$ cat config.mk
export PLATFORM = sky130hd
export DESIGN_NAME = adaptive_golomb_coder_flat
export DESIGN_NICKNAME = d
export VERILOG_FILES = /design/src/rtl/adaptive_golomb_coder_if.sv /design/src/rtl/adaptive_golomb_coder.sv /design/src/flat_wrapper.sv
export SDC_FILE = /design/constraint.sdc
export NUM_CORES = 1
export LEC_CHECK = 0
export BUFFER_PORTS_ARGS = -buffer_cell sky130_fd_sc_hd__buf_2
export CAP_MARGIN = 30
export CORE_ASPECT_RATIO = 1.75
export CORE_MARGIN = 1
export CORE_UTILIZATION = 53
export CTS_BUF_LIST = sky130_fd_sc_hd__clkbuf_8
export DETAILED_ROUTE_END_ITERATION = 10
export GPL_TIMING_DRIVEN = 0
export PLACE_DENSITY = 0.8
export SETUP_SLACK_MARGIN = 0.3
export SLEW_MARGIN = 15
export SYNTH_ARGS = -nofsm -noshare
export SYNTH_HDL_FRONTEND = slang
export SYNTH_SLANG_ARGS = --single-unit
$ cat constraint.sdc
create_clock -name clk -period 5.7 [get_ports clk]
set_clock_uncertainty 0.05 [all_clocks]
set_input_delay 0.285 -clock clk [delete_from_list [all_inputs] [get_ports clk]]
set_output_delay 0.285 -clock clk [all_outputs]
set_load 0.005 [all_outputs]
$ cat src/rtl/adaptive_golomb_coder_if.sv
// Handshake bundle between the residual source, the Golomb-Rice coder and the output packer.
interface adaptive_golomb_coder_if #(
    parameter int unsigned DATA_WIDTH    = 16,
    parameter int unsigned CODE_WIDTH    = 39,
    parameter int unsigned BIT_AMT_WIDTH = 6
);
    logic [DATA_WIDTH-1:0]    input_data;
    logic                     input_last;
    logic                     input_valid;
    logic                     input_ready;
    logic [CODE_WIDTH-1:0]    output_code_data;
    logic [BIT_AMT_WIDTH-1:0] output_length_data;
    logic                     output_valid;
    logic                     output_ready;

    // Environment side: drives residuals in and consumes codewords.
    modport master (
        output input_data,
        output input_last,
        output input_valid,
        input  input_ready,
        input  output_code_data,
        input  output_length_data,
        input  output_valid,
        output output_ready
    );

    // Coder side.
    modport slave (
        input  input_data,
        input  input_last,
        input  input_valid,
        output input_ready,
        output output_code_data,
        output output_length_data,
        output output_valid,
        input  output_ready
    );
endinterface

$ cat src/rtl/adaptive_golomb_coder.sv
// Adaptive Golomb-Rice coder: one mapped residual in, one (code, length) pair out,
// Rice parameter adapted from running accumulator A and count N.
module adaptive_golomb_coder #(
    parameter int unsigned DATA_WIDTH    = 16,
    parameter int unsigned CODE_WIDTH    = 39,
    parameter int unsigned BIT_AMT_WIDTH = 6,
    parameter int unsigned ACC_WIDTH     = 24,
    parameter int unsigned K_MAX         = 15,
    parameter int unsigned QLIMIT        = 23,
    parameter int unsigned A_INIT        = 4,
    parameter int unsigned N_RESET       = 64
) (
    input logic                    clk,
    input logic                    rst,
    adaptive_golomb_coder_if.slave bus
);
    localparam int unsigned K_WIDTH = $clog2(K_MAX + 1);
    localparam int unsigned N_WIDTH = $clog2(N_RESET + 1);
    localparam logic [CODE_WIDTH-1:0] ESC_PREFIX =
        ((CODE_WIDTH'(1) << QLIMIT) - CODE_WIDTH'(1)) << DATA_WIDTH;

    logic [ACC_WIDTH-1:0]     a_q, a_d, a_sum_c;
    logic [N_WIDTH-1:0]       n_q, n_d, n_inc_c;
    logic [K_WIDTH-1:0]       k_c;
    logic [DATA_WIDTH-1:0]    quot_c;
    logic [CODE_WIDTH-1:0]    code_c, code_q, code_d;
    logic [BIT_AMT_WIDTH-1:0] len_c, len_q, len_d;
    logic                     valid_q, valid_d;
    logic                     in_ready_c, in_fire_c;

    assign in_ready_c = !valid_q || bus.output_ready;
    assign in_fire_c  = bus.input_valid && in_ready_c;

    assign bus.input_ready        = in_ready_c;
    assign bus.output_valid       = valid_q;
    assign bus.output_code_data   = code_q;
    assign bus.output_length_data = len_q;

    // Rice parameter: smallest k with (N << k) >= A, clipped to K_MAX.
    always_comb begin
        k_c = K_WIDTH'(K_MAX);
        for (int i = int'(K_MAX); i >= 0; i--) begin
            if ((ACC_WIDTH'(n_q) << i) >= a_q) begin
                k_c = K_WIDTH'(i);
            end
        end
    end

    // Codeword: unary quotient, stop bit, k remainder bits; escape to raw value on long quotients.
    always_comb begin
        code_c = '0;
        len_c  = '0;
        quot_c = bus.input_data >> k_c;
        if (quot_c < DATA_WIDTH'(QLIMIT)) begin
            code_c = ((((CODE_WIDTH'(1) << quot_c) - CODE_WIDTH'(1)) << k_c) << 1)
                   | (CODE_WIDTH'(bus.input_data) & ((CODE_WIDTH'(1) << k_c) - CODE_WIDTH'(1)));
            len_c  = BIT_AMT_WIDTH'(quot_c) + BIT_AMT_WIDTH'(k_c) + BIT_AMT_WIDTH'(1);
        end else begin
            code_c = ESC_PREFIX | CODE_WIDTH'(bus.input_data);
            len_c  = BIT_AMT_WIDTH'(QLIMIT + DATA_WIDTH);
        end
    end

    // Statistics update: accumulate, halve at N_RESET, reinitialise at block end.
    always_comb begin
        a_d     = a_q;
        n_d     = n_q;
        a_sum_c = a_q + ACC_WIDTH'(bus.input_data);
        n_inc_c = n_q + N_WIDTH'(1);
        if (in_fire_c) begin
            if (bus.input_last) begin
                a_d = ACC_WIDTH'(A_INIT);
                n_d = N_WIDTH'(1);
            end else if (n_inc_c == N_WIDTH'(N_RESET)) begin
                a_d = a_sum_c >> 1;
                n_d = n_inc_c >> 1;
            end else begin
                a_d = a_sum_c;
                n_d = n_inc_c;
            end
        end
    end

    // Output register: load on input transfer, clear on a lone output transfer, else hold.
    always_comb begin
        valid_d = valid_q;
        code_d  = code_q;
        len_d   = len_q;
        if (in_fire_c) begin
            valid_d = 1'b1;
            code_d  = code_c;
            len_d   = len_c;
        end else if (bus.output_ready) begin
            valid_d = 1'b0;
        end
    end

    // State registers.
    always_ff @(posedge clk or negedge rst) begin
        if (!rst) begin
            a_q     <= ACC_WIDTH'(A_INIT);
            n_q     <= N_WIDTH'(1);
            valid_q <= 1'b0;
            code_q  <= '0;
            len_q   <= '0;
        end else begin
            a_q     <= a_d;
            n_q     <= n_d;
            valid_q <= valid_d;
            code_q  <= code_d;
            len_q   <= len_d;
        end
    end
endmodule

$ cat src/flat_wrapper.sv
// flat-port wrapper written by rule: the top's interface ports become plain ports
module adaptive_golomb_coder_flat 
#(
    parameter int unsigned DATA_WIDTH    = 16,
    parameter int unsigned CODE_WIDTH    = 39,
    parameter int unsigned BIT_AMT_WIDTH = 6,
    parameter int unsigned ACC_WIDTH     = 24,
    parameter int unsigned K_MAX         = 15,
    parameter int unsigned QLIMIT        = 23,
    parameter int unsigned A_INIT        = 4,
    parameter int unsigned N_RESET       = 64
)
  (clk, rst, bus_input_data, bus_input_last, bus_input_valid, bus_input_ready, bus_output_code_data, bus_output_length_data, bus_output_valid, bus_output_ready);
  adaptive_golomb_coder_if #(.DATA_WIDTH(DATA_WIDTH), .CODE_WIDTH(CODE_WIDTH), .BIT_AMT_WIDTH(BIT_AMT_WIDTH)) bus_i ();
  input logic clk;
  input logic rst;
  input wire logic [$bits(bus_i.input_data)-1:0] bus_input_data;
  input wire logic [$bits(bus_i.input_last)-1:0] bus_input_last;
  input wire logic [$bits(bus_i.input_valid)-1:0] bus_input_valid;
  output wire logic [$bits(bus_i.input_ready)-1:0] bus_input_ready;
  output wire logic [$bits(bus_i.output_code_data)-1:0] bus_output_code_data;
  output wire logic [$bits(bus_i.output_length_data)-1:0] bus_output_length_data;
  output wire logic [$bits(bus_i.output_valid)-1:0] bus_output_valid;
  input wire logic [$bits(bus_i.output_ready)-1:0] bus_output_ready;
  assign bus_i.input_data = bus_input_data;
  assign bus_i.input_last = bus_input_last;
  assign bus_i.input_valid = bus_input_valid;
  assign bus_input_ready = bus_i.input_ready;
  assign bus_output_code_data = bus_i.output_code_data;
  assign bus_output_length_data = bus_i.output_length_data;
  assign bus_output_valid = bus_i.output_valid;
  assign bus_i.output_ready = bus_output_ready;
  adaptive_golomb_coder #(.DATA_WIDTH(DATA_WIDTH), .CODE_WIDTH(CODE_WIDTH), .BIT_AMT_WIDTH(BIT_AMT_WIDTH), .ACC_WIDTH(ACC_WIDTH), .K_MAX(K_MAX), .QLIMIT(QLIMIT), .A_INIT(A_INIT), .N_RESET(N_RESET)) u_core (.clk(clk), .rst(rst), .bus(bus_i));
endmodule
==> results of run 1 <==
metal layers:
metal	GRT overflow	global-route usage (%)
met1	3	76.48
met2	84	93.92
met3	6	61.85
met4	64	78.77
met5	0	15.56
logic make-up after synthesis:
| kind of cell | count (synthesis) |
|---|---|
| adder cells (fa/ha/maj) | 130 |
| AND/OR/NAND/NOR | 523 |
| AO/OA/AOI/OAI | 505 |
| multiplexers | 40 |
| XOR/XNOR | 30 |
| buffers and inverters | 131 |
| flip-flops | 77 |
what timing repair did:
action,CTS
gates cloned,1
endpoints found under the hold margin,34
pin swaps,112
resized for setup,389
buffers inserted,164
setup endpoints to repair,45
hold buffers,1
cell usage after synthesis, types with 5 or more instances:
cell / n / area (um2)
nand2b_1: 9 / 56.30
mux2i_1: 31 / 310.3
xnor2_1: 25 / 219.0
a22o_1: 5 / 43.79
or4_1: 10 / 75.07
buf_1: 7 / 26.28
a31oi_1: 22 / 137.6
o32ai_1: 5 / 43.79
a22oi_1: 9 / 67.56
o21ai_1: 13 / 65.06
a211oi_1: 23 / 172.7
a221oi_1: 8 / 70.07
nand4_1: 21 / 131.4
a21o_1: 25 / 187.7
o21bai_1: 13 / 97.59
o21ai_0: 90 / 450.4
dfrtp_1: 75 / 1877
nor4_1: 17 / 106.4
a32oi_1: 9 / 78.83
nand2_1: 133 / 499.2
o2111ai_1: 6 / 52.55
and2_1: 20 / 125.1
clkbuf_1: 59 / 221.5
buf_2: 7 / 35.03
mux2_2: 8 / 90.09
a21oi_1: 107 / 535.5
o22a_1: 8 / 70.07
ha_1: 128 / 1602
a211o_1: 11 / 96.34
o21a_1: 19 / 142.6
o31ai_1: 15 / 112.6
and3_1: 8 / 50.05
o22ai_1: 25 / 156.4
or3_1: 10 / 62.56
inv_1: 49 / 183.9
o211ai_1: 18 / 135.1
nor3_1: 58 / 290.3
nor2_1: 130 / 488.0
o221ai_1: 11 / 96.34
nand3_1: 76 / 380.4
metrics by stage:
step	hold slack, ns	cells	area, um2	setup TNS [ns]	setup WS [ns]
2_1_floorplan	-0.06059	1436	10990	0	0.1628
3_3_place_gp	0.4105	1747	11630	-88.66	-2.417
3_5_place_dp	0.2353	1748	11650	-90.10	-2.447
4_1_cts	0.07567	1930	15090	-6.991	-0.3125
==> results.toml, run 1 <==
[floorplanning]
boundaryPins = 68
die_h_um = 190.9
std_cell_rows = 68
dieWidth_um = 110.0
start_util_pct = 54.53

[synth]
ys_ff_latch = 77
synth_cell_types = 95
synthMuxAreaShare_pct = 3.843
ys.flop_type = "dfrtp_1"
synth_edf_count = 0
syn_area_mm2 = 0.01081
synthAdderAreaFrac_pct = 15.19
synth-compound-area-share_pct = 32.13
seq_area_frac_synth_pct = 17.85
yosys_warnings = 0
syn_nets = 1587
synth_xor_area_share_pct = 2.500
avgSynthCellArea_um2 = 7.527
synth-simple-area-share_pct = 23.58
synthArstFlopShare_pct = 100.0
synth_top_family_by_area = "compound AO/OA/AOI/OAI gates"
synthCells = 1436

[cts]
cts_sinks = 77
cts-buffers-inserted = 9
htreeDepth = 3
cts_root_buffer = "clkbuf_8"
clockBufferDepth = 2

[global_routing]
grt_pass1_vias = 17335
grt_max_degree = 43
grt_pass1_wl_um = 118400
gr-total-overflow = 157
grt_usage_pct = 77.20

[run_status]
haltStage = "global routing"
error = "[ERROR GRT-0116] Global routing finished with congestion. Check the congestion regions in the DRC Viewer."
outcome = "stopped before the end"

[place]
dp.final_hpwl_um = 39660
numPortBuffers = 66
place_congestion = 1.051
==> run 2: changes to the inputs <==
--- a/config.mk
+++ b/config.mk
@@ -7,14 +7,11 @@
 export LEC_CHECK = 0
 export BUFFER_PORTS_ARGS = -buffer_cell sky130_fd_sc_hd__buf_2
 export CAP_MARGIN = 30
-export CORE_ASPECT_RATIO = 1.75
 export CORE_MARGIN = 1
-export CORE_UTILIZATION = 53
-export CTS_BUF_LIST = sky130_fd_sc_hd__clkbuf_8
+export CORE_UTILIZATION = 38
 export DETAILED_ROUTE_END_ITERATION = 10
 export GPL_TIMING_DRIVEN = 0
-export PLACE_DENSITY = 0.8
-export SETUP_SLACK_MARGIN = 0.3
+export PLACE_DENSITY_LB_ADDON = 0.15
 export SLEW_MARGIN = 15
 export SYNTH_ARGS = -nofsm -noshare
 export SYNTH_HDL_FRONTEND = slang
==> constraint.sdc (replaced) <==
create_clock -name clk -period 7.4 [get_ports clk]
set_clock_uncertainty 0.05 [all_clocks]
set_input_delay 0.37 -clock clk [delete_from_list [all_inputs] [get_ports clk]]
set_output_delay 0.37 -clock clk [all_outputs]
set_load 0.005 [all_outputs]
==> run 2 against run 1 <==
The run now ends clean. Synthesized cell count stayed put. Area after synthesis stayed put.
==> results.toml, run 2 <==
[run_status]
outcome = "finished, final reports clean"

[run]
drv_cap = 0

[global_routing]
grt_max_degree = 52
grt_util_met1_pct = 50.30
grt_pass1_wl_um = 75530
antenna_found_initial = 0
gr-total-overflow = 0
grt_pass1_vias = 11874
grt_usage_pct = 34.59
met2_usage_pct = 52.00
grt_busiest_layer = "met2"
use_met3_pct = 5.644

[floorplanning]
core_region_area_mm2 = 0.02786
dieWidth_um = 170.7
die_h_um = 170.7
boundaryPins = 68
die-area_mm2 = 0.02912
std_cell_rows = 61
start_util_pct = 38.80

[timing]
finalMaxSlewViolations = 0
setup_violations = 0
grt_setup_unrepaired = "false"
worstMarginPinSlew_ns = 0.9436
setup_tns_ns = 0
period_share_pct = 97.17
timing.slew.headroom_pct = 37.10
period_needed_ns = 7.190
fmax_ghz = 0.1391
hold_viol = 0

[detailed_routing]
drt_iter0_markers = 1547
wl_um = 50310
drc_errors = 0
via_per_inst = 6.634
drt-wirelength-per-cell_um = 26.17
dr.pass1.iters = 6
dr_total_vias = 12750
antenna_left = 0

[worst_setup_path]
cp.required_ns = 7.62
critPathBufInv = 6
cp.arrival_ns = 7.41
path_max_fanout = 10
path_class = "reg2reg"
endpoint_kind = "flop"
slowest_delay_ns = 0.45
worst_setup_path_start_kind = "flop"
cp_slowest_cell = "dfrtp_1"
path_delay_family = "compound AO/OA/AOI/OAI gates"

[cells_and_area]
fin_nets = 1690
antennaDiodeCount = 0
largest_reg_flops = 39
areaGrowthSynthToFinish_pct = 15.72
drive_above_1_share_pct = 15.80
mostFrequentLayoutCell = "nand2_1"
layout.cells.most_common_list = "nand2_1, ha_1, nor2_1"

[synth]
seq_area_frac_synth_pct = 17.85
synthCells = 1436
synthArstFlopShare_pct = 100.0
syn_area_mm2 = 0.01081
yosysTopAreaCell = "dfrtp_1"
synth_edf_count = 0
ys_top_cells_by_area = "dfrtp_1, ha_1, a21oi_1"
ys.flop_type = "dfrtp_1"
yosys_warnings = 0
synthTopCellsByCount = "nand2_1, nor2_1, ha_1, a21oi_1, o21ai_0"
avgSynthCellArea_um2 = 7.527
synth_cell_types = 95
synth_most_common_cell = "nand2_1"
syn_nets = 1587
ys_ff_latch = 77
yosys.area.top_type_share_pct = 17.36

[cts]
cts_tree = "done"
clock_latency_ns = 0.35
clkTransAtPathRegs_ns = 0.07
clockBufferDepth = 2
cts_root_buffer = "clkbuf_16"
cts_sinks = 77
htreeDepth = 3
cts-buffers-inserted = 9

[place]
numPortBuffers = 66
dp.final_hpwl_um = 39100
place_congestion = 0.9931

[worst_hold_path]
min_path_type = "in2reg"
-- run 2: cell counts after synthesis --
No cell type changed its count.
-- run 2: area by class of cell --
cell class,count,area [um2]
Timing Repair Buffer,95,568.0
Multi-Input combinational cell,1228,8675
Fill cell,2915,15350
Tap cell,378,473.0
Clock buffer,9,225.2
Inverter,53,214.0
Sequential cell,77,1952
Clock inverter,7,63.81
Buffer,75,337.8
-- run 2: logic make-up (layout without fill, tap and decap cells) --
| group | count (synthesis) | after routing | share of synthesized area [%] |
|---|---|---|---|
| simple gates | 523 | 523 | 23.58 |
| compound gates | 505 | 505 | 32.13 |
| buf+inv | 131 | 239 | 4.908 |
| fa+ha+maj | 130 | 130 | 15.19 |
| flops | 77 | 77 | 17.85 |
| mux | 40 | 40 | 3.843 |
| xor+xnor | 30 | 30 | 2.500 |
-- run 2: timing repair --
action                                  4_1_cts  5_1_grt
pin swaps                                     2       10
gates resized for setup                      42       57
endpoints found under the setup margin       38       36
endpoints found under the hold margin        25        0
setup buffers                                 3       22
hold buffers                                  1        0
gates cloned                                  0        0
-- run 2: through the flow --
| stage | setup WS, ns | util [%] | area [um2] | hold WS (ns) | instances |
|---|---|---|---|---|---|
| floorplan | 1.278 | - | 10810 | 0.02441 | 1436 |
| global placement | -1.907 | 41.68 | 11610 | 0.4096 | 1880 |
| detailed placement | -1.477 | 41.83 | 11650 | 0.2849 | 1883 |
| CTS | 0.01127 | 43.53 | 12130 | 0.1818 | 1901 |
| global route | 0.002856 | 44.90 | 12510 | 0.2034 | 1922 |
| finish | 0.2098 | 44.90 | 12510 | 0.1907 | 1922 |
-- run 2: path summary, 6_finish.rpt --
kind	slack (ns)	endpoint	cells past startpoint	start
min in group asynchronous	0.45	u_core.n_q[3]$_DFFE_PN0P_	2	rst
worst max-delay path	0.21	u_core.bus.output_code_data[15]$_DFFE_PN0P_	29	u_core.a_q[7]$_DFFE_PN0P_
max in group asynchronous	6.21	u_core.n_q[0]$_DFFE_PN1P_	3	rst
worst max register to register	0.21	u_core.bus.output_code_data[15]$_DFFE_PN0P_	29	u_core.a_q[7]$_DFFE_PN0P_
worst min-delay path	0.19	u_core.bus.output_valid$_DFFE_PN0P_	2	bus_input_valid
worst min register to register	0.42	u_core.bus.output_code_data[5]$_DFFE_PN0P_	2	u_core.bus.output_code_data[5]$_DFFE_PN0P_
-- run 2: metal layers --
metal  vias up  wire (um)
li1       5715          -
met1      6176      22830
met2       752      21170
met3       107       4812
met4         0       1494
met5         -          0
-- run 2: worst reg2reg max path, delay by kind of cell (launching register included) --
family	cells	cell delay (ns)
DFF	1	0.45
AOI/OAI and AO/OA	10	2.51
muxes	1	0.32
buffers and inverters	6	1.35
and+or+nand+nor	10	1.88
adders and majority gates	2	0.58
Power of run 2 is left out: the tool's default activity adds up to more than one toggle a clock period on the data nets, which glitch-free logic cannot reach.
==> run 3: changes to the inputs <==
--- a/config.mk
+++ b/config.mk
@@ -5,6 +5,7 @@
 export SDC_FILE = /design/constraint.sdc
 export NUM_CORES = 1
 export LEC_CHECK = 0
+export ABC_AREA = 1
 export BUFFER_PORTS_ARGS = -buffer_cell sky130_fd_sc_hd__buf_2
 export CAP_MARGIN = 30
 export CORE_MARGIN = 1
==> run 3 against run 2 <==
Sequential share of layout area shrank 0.20 points. Synthesized cell count increased by 28%. Global-route usage shrank 5.2 points. Critical path depth is 5 higher. Fmax rose by 2.7%. Register-to-register slack improved by 0.19 ns. Design area up 0.16%. Area after synthesis up 5.0%. First-iteration DRC count shrank 10%. Non-clock buffer count down 45. Clock-buffer cell count unchanged. Hold slack improved by 0.057 ns. Critical endpoint is now u_core.bus.output_code_data[25]$_DFFE_PN0P_. Highest routed layer unchanged.
==> results.toml, run 3 <==
[detailed_routing]
via_per_inst = 5.702
drc_errors = 0
dr.pass1.iters = 5
dr_total_vias = 13121
wl_um = 44430
drt_iter0_markers = 1390
antenna_left = 0
drt-wirelength-per-cell_um = 19.31

[cts]
cts_sinks = 77
clkTransAtPathRegs_ns = 0.07
cts_root_buffer = "clkbuf_16"
cts_tree = "done"
htreeDepth = 3
post-cts-setup-buffers = 0
cts-buffers-inserted = 9
clock_latency_ns = 0.36
clockBufferDepth = 2

[timing]
postLayoutSetupSlackWorst_ns = 0.3975
fmax_ghz = 0.1428
hold_ws_ns = 0.2477
setup_violations = 0
timing.slew.headroom_pct = 35.35
period_share_pct = 94.63
setup_tns_ns = 0
hold_viol = 0
finalMaxSlewViolations = 0
period_needed_ns = 7.002
grt_setup_unrepaired = "false"
worstMarginPinSlew_ns = 0.9697

[place]
dp.final_hpwl_um = 35720
numPortBuffers = 67
dp.cells = 2284
post-place-ws_ns = 0.6108
place_congestion = 0.9718

[worst_setup_path]
worst_setup_path_start_kind = "flop"
path_max_fanout = 18
cp.required_ns = 7.62
crit_path_end = "u_core.bus.output_code_data[25]$_DFFE_PN0P_"
cpMostUsedCell = "nand2_1"
path_class = "reg2reg"
timing.rr.end = "u_core.bus.output_code_data[25]$_DFFE_PN0P_"
r2r.worst_path.cells = 34
endpoint_kind = "flop"
cp_slowest_cell = "dfstp_2"
regToRegSetupSlack_ns = 0.40
critPathLaunch = "u_core.n_q[0]$_DFFE_PN1P_"
timing.rr.start = "u_core.n_q[0]$_DFFE_PN1P_"
slowest_delay_ns = 0.86
cp.arrival_ns = 7.23

[run_status]
outcome = "finished, final reports clean"

[synth]
yosys_warnings = 0
ys_ff_latch = 77
ys_top_cells_by_area = "nand2_1, dfrtp_1, ha_1"
synth_cell_types = 56
synthTopCellsByCount = "nand2_1, nand3_1, inv_1, nor2_1, ha_1"
seq_area_frac_synth_pct = 16.99
ys.flop_type = "dfrtp_1"
synth_edf_count = 0
synth_most_common_cell = "nand2_1"
yosysTopAreaCell = "nand2_1"
syn_area_mm2 = 0.01135
syn_nets = 1983
synthCells = 1832
synthArstFlopShare_pct = 100.0
avgSynthCellArea_um2 = 6.197
yosys.area.top_type_share_pct = 17.26

[global_routing]
antenna_found_initial = 0
grt_pass1_vias = 12131
gr-total-overflow = 0
grt_max_degree = 55
grt_usage_pct = 29.34
grt_pass1_wl_um = 69670

[floorplanning]
die_h_um = 174.9
dieWidth_um = 174.9
core_region_area_mm2 = 0.02901
start_util_pct = 39.13
die-area_mm2 = 0.03057
std_cell_rows = 62
boundaryPins = 68

[cells_and_area]
fill_cells = 3218
fin_nets = 2063
largest_reg_flops = 39
antennaDiodeCount = 0
areaGrowthSynthToFinish_pct = 10.35
layout.cells.most_common_list = "nand2_1, nand3_1, inv_1"
mostFrequentLayoutCell = "nand2_1"
drive_above_1_share_pct = 11.27
final_cells = 2301

[run]
drv_cap = 0

[worst_hold_path]
min_path_type = "in2reg"
worst_hold_path.num_cells = 4
==> run 3: worst min path at each step <==
| stage | from | slack, ns | to |
|---|---|---|---|
| 5_1_grt | bus_output_ready | 0.27 | u_core.bus.output_valid$_DFFE_PN0P_ |
| 3_5_place_dp | rst | 0.25 | u_core.bus.output_code_data[26]$_DFFE_PN0P_ |
| 2_1_floorplan | rst | 0.02 | u_core.a_q[0]$_DFFE_PN0P_ |
| 4_1_cts | bus_output_ready | 0.25 | u_core.bus.output_valid$_DFFE_PN0P_ |
| 3_3_place_gp | u_core.bus.output_code_data[17]$_DFFE_PN0P_ | 0.41 | u_core.bus.output_code_data[17]$_DFFE_PN0P_ |
| 6_report | bus_output_ready | 0.25 | u_core.bus.output_valid$_DFFE_PN0P_ |
==> run 3: layout make-up <==
class                   count  area, um2  area share [%]
inverters                 183      689.4           5.503
plain buffers              56      262.8           2.097
well taps                 384      480.5           3.835
multi-input cells        1516       8474           67.64
repair buffers             69      375.4           2.996
flip-flops and latches     77       1929           15.40
clock inverters             7      91.34          0.7291
clock buffers               9      225.2           1.798
==> run 3: stage by stage <==
step                      instance area (um2)  utilization (%)
final                                   12530            43.18
after global routing                    12530            43.18
after CTS                               12530            43.17
after detailed placement                12200            42.05
after global placement                  12170            41.94
after floorplan                         11350                -
==> run 3: cells by family after synthesis <==
group,synth area share (%)
XOR/XNOR,2.623
adder cells (fa/ha/maj),14.46
AND/OR/NAND/NOR,44.81
flip-flops,16.99
AO/OA/AOI/OAI,12.73
buffers and inverters,8.387
==> run 3: timing repair <==
item                       in CTS  in global routing
setup endpoints to repair       0                  7
hold buffers                    1                  0
resized for setup               0                  1
hold endpoints to repair       23                  0
==> run 3: critical path, delay by kind of cell (launching register included) <==
| kind | cells | cell delay (ns) |
|---|---|---|
| AND/OR/NAND/NOR | 18 | 3.00 |
| AO/OA/AOI/OAI | 7 | 0.96 |
| buffers and inverters | 6 | 0.94 |
| flip-flops | 1 | 0.86 |
| adder cells (fa/ha/maj) | 2 | 0.65 |
| XOR/XNOR | 1 | 0.43 |
==> run 3: layer usage <==
layer / vias to the layer above / GRT usage [%] / share of wire [%] / routed length [um]
li1: 6388 / - / - / -
met1: 6150 / 44.69 / 48 / 21330
met2: 538 / 42.39 / 41 / 18090
met4: 0 / 5.580 / 1.5 / 671
met3: 45 / 5.570 / 9.8 / 4334
met5: - / 0 / 0 / 0
Power of run 3 is left out for the same reason.
==> run 4: changes to the inputs <==
--- a/config.mk
+++ b/config.mk
@@ -5,11 +5,12 @@
 export SDC_FILE = /design/constraint.sdc
 export NUM_CORES = 1
 export LEC_CHECK = 0
-export ABC_AREA = 1
 export BUFFER_PORTS_ARGS = -buffer_cell sky130_fd_sc_hd__buf_2
 export CAP_MARGIN = 30
+export CELL_PAD_IN_SITES_DETAIL_PLACEMENT = 1
+export CELL_PAD_IN_SITES_GLOBAL_PLACEMENT = 2
 export CORE_MARGIN = 1
-export CORE_UTILIZATION = 38
+export CORE_UTILIZATION = 37
 export DETAILED_ROUTE_END_ITERATION = 10
 export GPL_TIMING_DRIVEN = 0
 export PLACE_DENSITY_LB_ADDON = 0.15
==> run 4 against run 3 <==
Clock-buffer cell count increased by 1. Sequential share of layout area increased by 0.15 points. Wire length increased by 16%. Fmax decreased by 3.6%. Final cell count decreased by 16%. Via count decreased by 4.5%. Worst setup slack got worse by 0.26 ns. Critical path depth decreased by 9. Critical path type unchanged. Highest routed layer unchanged.
==> results.toml, run 4 (same netlist as run 2, synthesis figures left out) <==
[worst_setup_path]
path_class = "reg2reg"
path_max_fanout = 10
cpMostUsedCell = "nand2_1"
cp.arrival_ns = 7.48
cp_slowest_cell = "nor4b_4"
endpoint_kind = "flop"
worst_setup_path_start_kind = "flop"
slowest_delay_ns = 0.56
cp.required_ns = 7.61
path_delay_family = "simple AND/OR/NAND/NOR gates"
critPathBufInv = 6

[cells_and_area]
antennaDiodeCount = 0
regArea_mm2 = 0.001948
layout.cells.most_common_list = "nand2_1, nor2_1, ha_1"
fin_nets = 1693
areaGrowthSynthToFinish_pct = 15.88
largest_reg_flops = 39
fill_cells = 3664
multi_input_area_mm2 = 0.008630
mostFrequentLayoutCell = "nand2_1"
drive_above_1_share_pct = 15.32

[timing]
setup_violations = 0
fmax_ghz = 0.1376
grt_setup_unrepaired = "true"
period_needed_ns = 7.265
worstMarginPinSlew_ns = 0.9120
finalMaxSlewViolations = 0
period_share_pct = 98.18
hold_viol = 0
timing.slew.headroom_pct = 39.20
hold_ws_ns = 0.1765

[cts]
clock_latency_ns = 0.35
clockBufferDepth = 2
cts-buffers-inserted = 9
cts_tree = "done"
clkTransAtPathRegs_ns = 0.07
cts_root_buffer = "clkbuf_16"
htreeDepth = 3
cts_sinks = 77

[place]
dp.final_hpwl_um = 40750
place_congestion = 0.9579
numPortBuffers = 66

[run_status]
outcome = "finished, final reports clean"

[global_routing]
grt_pass1_wl_um = 79070
antenna_found_initial = 0
gr-total-overflow = 0
grt_usage_pct = 34.26
grt_max_degree = 41
grt_pass1_vias = 12786

[detailed_routing]
drt_iter0_markers = 935
dr.pass1.iters = 5
dr_total_vias = 12530
wl_um = 51470
drc_errors = 0
antenna_left = 0
via_per_inst = 6.489
drt-wirelength-per-cell_um = 26.66

[floorplanning]
boundaryPins = 68
dieWidth_um = 172.9
std_cell_rows = 62
start_util_pct = 37.66
core_region_area_mm2 = 0.02870
die-area_mm2 = 0.02990
die_h_um = 172.9

[worst_hold_path]
min_path_type = "in2reg"

[run]
drv_cap = 0
-- run 4: layout make-up --
type	instances	share of cell area, %
Buffer	76	2.727
Clock buffer	10	1.828
Clock inverter	6	0.5594
Inverter	53	1.768
Multi-Input combinational cell	1228	68.89
Sequential cell	77	15.55
Tap cell	384	3.836
Timing Repair Buffer	97	4.835
-- run 4: worst paths after layout --
path / startpoint / end / slack (ns) / cells after the start
worst min register to register: u_core.bus.output_code_data[33]$_DFFE_PN0P_ / u_core.bus.output_code_data[33]$_DFFE_PN0P_ / 0.45 / 1
worst max-delay path: u_core.a_q[21]$_DFFE_PN0P_ / u_core.bus.output_code_data[20]$_DFFE_PN0P_ / 0.14 / 25
max in group asynchronous: rst / u_core.a_q[2]$_DFFE_PN1P_ / 6.14 / 3
min in group asynchronous: rst / u_core.a_q[18]$_DFFE_PN0P_ / 0.48 / 2
worst min-delay path: bus_input_valid / u_core.bus.output_valid$_DFFE_PN0P_ / 0.18 / 2
worst max register to register: u_core.a_q[21]$_DFFE_PN0P_ / u_core.bus.output_code_data[20]$_DFFE_PN0P_ / 0.14 / 25
-- run 4: repair_timing --
action / in CTS / in global routing
setup buffers: 14 / 12
setup endpoints to repair: 38 / 35
hold buffers: 1 / 0
endpoints found under the hold margin: 36 / 0
pin swaps: 4 / 3
resized for setup: 39 / 47
-- run 4: through the flow --
step	std cells	utilization, %	TNS [ns]	setup WS, ns	instance area, um2
after floorplan	1436	-	0	1.278	10810
after global placement	1886	40.48	-45.02	-2.001	11620
after detailed placement	1890	40.73	-40.96	-1.428	11690
after CTS	1921	42.71	0	0.01643	12260
after global routing	1931	43.64	-0.1503	-0.04778	12530
final	1931	43.64	0	0.1350	12530
-- run 4: worst register-to-register path, stage by stage, from the launching register on --
cell and delay [ns]:
dfrtp_1 0.36, clkbuf_1 0.19, nor3_2 0.39, nand4_1 0.32
buf_4 0.26, nor4_4 0.32, and3_1 0.25, a2bb2oi_2 0.41
a21oi_2 0.12, nand2_2 0.26, inv_1 0.18, buf_2 0.23
o21ai_0 0.30, o2111ai_1 0.27, nor4b_4 0.56, inv_2 0.21
nor2_1 0.30, nand2_1 0.11, ha_1 0.30, clkbuf_2 0.26
nand2_1 0.17, mux2i_2 0.44, o221ai_1 0.27, o22ai_2 0.28
nor3_1 0.10, a211oi_1 0.24
-- run 4: routing by layer --
metal	GRT usage, %	share of wire (%)	vias to the layer above
met4	15.19	4.6	0
met3	3.298	4.4	130
met5	0	0	-
met1	44.23	44	6284
li1	-	-	5716
met2	57.93	47	400
Power of run 4 is left out for the same reason.
